[src/rtl/mcbsp0_rx_frame_ctrl.sv]
// McBSP0 slave receive frame controller: header/payload parsing into a ping-pong buffer with pending/ack handoff.
// Optional trailing checksum word enabled by defining MCBSP0_RX_CHKSUM_EN.
module mcbsp0_rx_frame_ctrl #(
   parameter int         WORD_BITS   = 32,
   parameter int         MAX_WORDS   = 256,
   parameter int         TIMEOUT_CYC = 4096,
   parameter logic [7:0] SYNC_BYTE   = 8'hA5
) (
   input  logic        mcbsp_slaver_clkx,
   input  logic        mcbsp_slaver_rst,
   input  logic [31:0] rx_data_in,
   input  logic        rx_vaild_in,
   output logic [6:0]  rx_reg_length,
   input  logic        frame_ack,
   output logic        buf_wr_en,
   output logic [9:0]  buf_wr_addr,
   output logic [31:0] buf_wr_data,
   output logic        frame_done,
   output logic        frame_bank,
   output logic [7:0]  frame_type,
   output logic [8:0]  frame_words,
   output logic        frame_pending,
   output logic        err_hdr,
   output logic        err_timeout,
   output logic        err_chksum,
   output logic        err_overrun,
   output logic [31:0] debug_signal
);

   // state     | meaning
   // S_IDLE    | waiting for a header word
   // S_PAYLOAD | writing payload words into the current write bank
   // S_CHECK   | waiting for the trailing checksum word (checksum build only)
   typedef enum logic [2:0] {
      S_IDLE    = 3'd0,
      S_PAYLOAD = 3'd1
`ifdef MCBSP0_RX_CHKSUM_EN
      ,S_CHECK  = 3'd2
`endif
   } state_t;

   localparam logic [8:0]  MAX_N  = 9'(MAX_WORDS);
   localparam logic [17:0] TMO_TC = 18'(TIMEOUT_CYC - 1);

   state_t      state;
   logic [8:0]  idx;
   logic [8:0]  n_words;
   logic [7:0]  cur_type;
   logic        wr_bank;
   logic [17:0] timeout_cnt;
`ifdef MCBSP0_RX_CHKSUM_EN
   logic [31:0] xor_acc;
`endif

   logic hdr_ok;
   logic last_word;
   logic complete_c;
   logic pend_busy;

   assign rx_reg_length = 7'(WORD_BITS);
   assign hdr_ok        = (rx_data_in[31:24] == SYNC_BYTE) && (rx_data_in[8:0] != 9'd0) &&
                          (rx_data_in[8:0] <= MAX_N);
   assign last_word     = (idx == (n_words - 9'd1));
   // An ack landing with a completion frees the bank before the completion claims it.
   assign pend_busy     = frame_pending & ~frame_ack;
   assign debug_signal  = {state, idx, wr_bank, frame_pending, timeout_cnt};

   always_comb begin
      complete_c = 1'b0;
`ifdef MCBSP0_RX_CHKSUM_EN
      if (state == S_CHECK && rx_vaild_in && rx_data_in == xor_acc)
         complete_c = 1'b1;
`else
      if (state == S_PAYLOAD && rx_vaild_in && last_word)
         complete_c = 1'b1;
`endif
   end

`ifndef MCBSP0_RX_CHKSUM_EN
   assign err_chksum = 1'b0;
`endif

   always_ff @(posedge mcbsp_slaver_clkx or posedge mcbsp_slaver_rst) begin
      if (mcbsp_slaver_rst) begin
         state         <= S_IDLE;
         idx           <= '0;
         n_words       <= '0;
         cur_type      <= '0;
         wr_bank       <= 1'b0;
         timeout_cnt   <= '0;
         buf_wr_en     <= 1'b0;
         buf_wr_addr   <= '0;
         buf_wr_data   <= '0;
         frame_done    <= 1'b0;
         frame_bank    <= 1'b0;
         frame_type    <= '0;
         frame_words   <= '0;
         frame_pending <= 1'b0;
         err_hdr       <= 1'b0;
         err_timeout   <= 1'b0;
         err_overrun   <= 1'b0;
`ifdef MCBSP0_RX_CHKSUM_EN
         err_chksum    <= 1'b0;
         xor_acc       <= '0;
`endif
      end else begin
         buf_wr_en   <= 1'b0;
         frame_done  <= 1'b0;
         err_hdr     <= 1'b0;
         err_timeout <= 1'b0;
         err_overrun <= 1'b0;
`ifdef MCBSP0_RX_CHKSUM_EN
         err_chksum  <= 1'b0;
`endif

         if (frame_ack)
            frame_pending <= 1'b0;

         if (complete_c) begin
            if (!pend_busy) begin
               frame_done    <= 1'b1;
               frame_bank    <= wr_bank;
               frame_type    <= cur_type;
               frame_words   <= n_words;
               frame_pending <= 1'b1;
               wr_bank       <= ~wr_bank;
            end else begin
               err_overrun   <= 1'b1;
            end
         end

         // Inter-word watchdog, active only while inside a frame.
         if (state == S_IDLE) begin
            timeout_cnt <= '0;
         end else if (rx_vaild_in) begin
            timeout_cnt <= '0;
         end else if (timeout_cnt == TMO_TC) begin
            timeout_cnt <= '0;
            err_timeout <= 1'b1;
            state       <= S_IDLE;
         end else begin
            timeout_cnt <= timeout_cnt + 18'd1;
         end

         case (state)
            S_IDLE: begin
               if (rx_vaild_in) begin
                  if (hdr_ok) begin
                     cur_type <= rx_data_in[23:16];
                     n_words  <= rx_data_in[8:0];
                     idx      <= '0;
`ifdef MCBSP0_RX_CHKSUM_EN
                     xor_acc  <= rx_data_in;
`endif
                     state    <= S_PAYLOAD;
                  end else begin
                     err_hdr  <= 1'b1;
                  end
               end
            end
            S_PAYLOAD: begin
               if (rx_vaild_in) begin
                  buf_wr_en   <= 1'b1;
                  buf_wr_addr <= {wr_bank, idx};
                  buf_wr_data <= rx_data_in;
                  idx         <= idx + 9'd1;
`ifdef MCBSP0_RX_CHKSUM_EN
                  xor_acc     <= xor_acc ^ rx_data_in;
                  if (last_word)
                     state <= S_CHECK;
`else
                  if (last_word)
                     state <= S_IDLE;
`endif
               end
            end
`ifdef MCBSP0_RX_CHKSUM_EN
            S_CHECK: begin
               if (rx_vaild_in) begin
                  if (rx_data_in != xor_acc)
                     err_chksum <= 1'b1;
                  state <= S_IDLE;
               end
            end
`endif
            default: state <= S_IDLE;
         endcase
      end
   end

endmodule
[config.mk]
export PLATFORM = sky130hd
export DESIGN_NAME = mcbsp0_rx_frame_ctrl
export DESIGN_NICKNAME = d
export VERILOG_FILES = /design/src/rtl/mcbsp0_rx_frame_ctrl.sv
export SDC_FILE = /design/constraint.sdc
export NUM_CORES = 1
export LEC_CHECK = 0
export ABC_AREA = 1
export BUFFER_PORTS_ARGS = -buffer_cell sky130_fd_sc_hd__buf_4
export CORE_ASPECT_RATIO = 0.9
export CORE_MARGIN = 1.5
export CORE_UTILIZATION = 48
export DETAILED_ROUTE_END_ITERATION = 8
export GPL_TIMING_DRIVEN = 0
export PLACE_DENSITY_LB_ADDON = 0.2
export SLEW_MARGIN = 20
export SYNTH_ARGS = -nofsm -noshare
export SYNTH_HDL_FRONTEND = slang
export SYNTH_SLANG_ARGS = --single-unit
[constraint.sdc]
create_clock -name mcbsp_slaver_clkx -period 4.1 [get_ports mcbsp_slaver_clkx]
set_clock_uncertainty 0.05 [all_clocks]
set_input_delay 1.23 -clock mcbsp_slaver_clkx [delete_from_list [all_inputs] [get_ports mcbsp_slaver_clkx]]
set_output_delay 1.23 -clock mcbsp_slaver_clkx [all_outputs]
set_load 0.01 [all_outputs]
==> results.ini <==
[detailed_routing]
drtIter0Drc = 267
ant_nets = 0
drc = 0
vias = 5071
routed-wl-met3_um = 903
drt-pass1-iter-count = 5
wl_per_cell_um = 14.8
wl_met1_mm = 6.38
post_drt_via_cell_ratio = 5.08
top_layer_used = met4
met2_length_mm = 7.21
drt_wl_total_mm = 14.8

[sta]
finalHoldViolCount = 0
period_needed_ns = 2.51
max_slew_margin_pct = 63.2
slew_violations = 0
worst_pin_slew_ns = 0.551
setup_slack_ns = 1.59
rsz0062_at_grt = no
max_freq_ghz = 0.399
setup_violations = 0
final.setup.tns_ns = 0
min_period_over_period_pct = 61.1

[synthesis]
yosysTopAreaCell = dfrtp_1
synth_warnings = 0
syn-instance-count = 673
ys.flop_type = dfrtp_1
synth_top_area_share_pct = 52.0
synthTopCellsByArea = dfrtp_1 52%, nand2_1 17%, inv_1 4.0%
ys_ff_latch = 114
ys_types = 31
synth_edf_count = 0
synth_seq_area_share_pct = 52.0
syn_avg_cell_area_um2 = 8.15
async_flop_share_pct = 100
netlist_area_mm2 = 0.00549

[finish]
stdcell_count = 999
drive_above_1_share_pct = 25.7
antenna_cells = 0
area_delta_synth_final_pct = 34.0
num-nets-final = 875

[floorplanning]
rows = 36
initial_core_util_pct = 49.9
pin_count = 142
die_w_um = 116
die-area_mm2 = 0.0121
die_h_um = 104
core-area_mm2 = 0.0110

[clocking]
cts_hold_buf = 0
numCtsBuffers = 17
cts_sinks = 114
htree_levels = 4
post_cts_buffers = 0
clkTransAtPathRegs_ns = 0.05
clockRootBuffer = clkbuf_16
cts_tree = yes
clk_latency_ns = 0.41
cts-resized-gates = 0
cts_buffer_depth = 2

[critical_path]
critical_path_class = primary input to flip-flop
worstSetupStartpointType = primary input
worst-endpoint-required_ns = 4.32
cp_max_fo = 10
endpoint_kind = flip-flop
cp_data_arrival_time_ns = 2.72

[pwr]
p_total_mw = 2.75
peakVddDrop_uv = 315
power_density_mw_per_mm2 = 374
p_comb_share_pct = 5.3
internal-power_mw = 2.16
clockPowerShare_pct = 52.9
p_seq_share_pct = 41.8
p_leak_nw = 3.94
p_switching_uw = 587
switching_share_pct = 21.4

[place]
pre_cts_slack_ns = 1.23
port_buffers = 133
place_congestion = 0.909
dp.cells = 969
place_hpwl_mm = 10.8

[global_routing]
antenna_found_initial = 0
track_usage_pct = 25.5
overflow = 0
grt_max_degree = 36
grt_pass1_wl_mm = 24.1
grt_pass1_vias = 5012

[status]
status = finished clean

[min_path]
hold_class = flip-flop to flip-flop

[job]
max-cap-violations = 0

-- kinds of logic (layout without fill, tap and decap cells) --
group | after synthesis | in the layout | synth area share (%)
and+or+nand+nor | 393 | 393 | 32.0
adders and majority gates | 3 | 3 | 0.684
AOI/OAI and AO/OA | 47 | 47 | 4.36
xor gates and xnor gates | 17 | 17 | 2.71
other | 2 | 10 | 0.137
DFF | 114 | 114 | 52.0
buffers and inverters | 97 | 263 | 8.14
-- routing by layer --
metal	vias up	GRT usage (%)
met3	29	6.82
met1	2453	32.8
met5	-	0
li1	2443	-
met4	0	10.1
met2	146	40.7
-- cell type report --
| type | instances | area, µm² |
|---|---|---|
| well taps | 152 | 190 |
| inverters | 60 | 229 |
| clock inverters | 5 | 75.1 |
| multi-input cells | 470 | 2220 |
| fillers | 954 | 3640 |
| flip-flops and latches | 114 | 2850 |
| clock buffers | 25 | 505 |
| repair buffers | 136 | 1060 |
| plain buffers | 37 | 221 |
-- power groups by stage --
| stage | combinational [mW] | clock, mW | sequential (mW) |
|---|---|---|---|
| 2_1_floorplan | 0.0724 | 0 | 1.17 |
| 3_3_place_gp | 0.135 | 0 | 1.17 |
| 3_5_place_dp | 0.145 | 0 | 1.17 |
| 4_1_cts | 0.146 | 1.47 | 1.15 |
| 5_1_grt | 0.162 | 1.52 | 1.15 |
| 6_report | 0.145 | 1.45 | 1.15 |
-- metrics by stage --
step                      instance area (µm²)  utilization [%]  hold WS [ns]
after floorplan                          5520                -         0.392
after global placement                   6710             61.0         0.410
after detailed placement                 6770             61.6         0.412
after CTS                                7350             66.9         0.425
after global routing                     7350             66.9         0.452
final                                    7350             66.9         0.425
-- flip-flops by register name (all words and copies together) (netlist names) --
name and cells:
state 3, buf_wr_addr 10, frame_type 8, err_overrun 1, buf_wr_en 1, idx 9, err_hdr 1, wr_bank 1
frame_bank 1, err_timeout 1, buf_wr_data 32, timeout_cnt 18, n_words 9, frame_pending 1, frame_words 9, cur_type 8
frame_done 1
-- placed cells by master, fill, tap and decap left out, drive strengths merged --
| cell type | n |
|---|---|
| nor4b | 1 |
| a31oi | 1 |
| clkinvlp | 1 |
| ha | 3 |
| dfrtp | 114 |
| nor2 | 57 |
| nand2 | 248 |
| xor2 | 9 |
| o21bai | 1 |
| nor3 | 9 |
| nor4 | 5 |
| clkinv | 3 |
| nand3b | 2 |
| inv | 59 |
| nand4 | 35 |
| nand3 | 30 |
| xnor2 | 8 |
| buf | 158 |
| bufinv | 2 |
| or2 | 6 |
| a21oi | 3 |
| conb | 10 |
| clkbuf | 40 |
| o21ai | 42 |
-- critical path, cell delays in order --
cell and delay (ns):
buf_4 0.12, inv_1 0.07, nand4_1 0.15, nor2_1 0.13, nand2_1 0.06, nand3_1 0.14, nand2_1 0.07, nand2_1 0.25
clkbuf_1 0.35, o21ai_0 0.16
-- cells in the mapped netlist (6+ instances only) --
master    number
xnor2_1        8
buf_4         12
xor2_1         9
nor2_1        42
nand2_1      244
buf_2          6
nand4_1       34
dfrtp_1      114
inv_1         58
nor3_1         8
nand3_1       27
nor2_2        11
clkbuf_1      15
o21ai_0       41
or2_2          6
-- path summary, 6_finish.rpt --
| path | startpoint | to | slack (ns) | cells past startpoint |
|---|---|---|---|---|
| max in group asynchronous | mcbsp_slaver_rst | idx[7] | 2.41 | 4 |
| min in group asynchronous | mcbsp_slaver_rst | buf_wr_data[27] | 0.82 | 2 |
| worst min-delay path | cur_type[6] | cur_type[6] | 0.42 | 2 |
| worst max register to register | timeout_cnt[0] | timeout_cnt[0] | 1.84 | 11 |
| worst max-delay path | rx_data_in[3] | idx[2] | 1.59 | 10 |
| worst min register to register | cur_type[6] | cur_type[6] | 0.42 | 2 |
No activity file was read; power rests on OpenSTA's default activity.
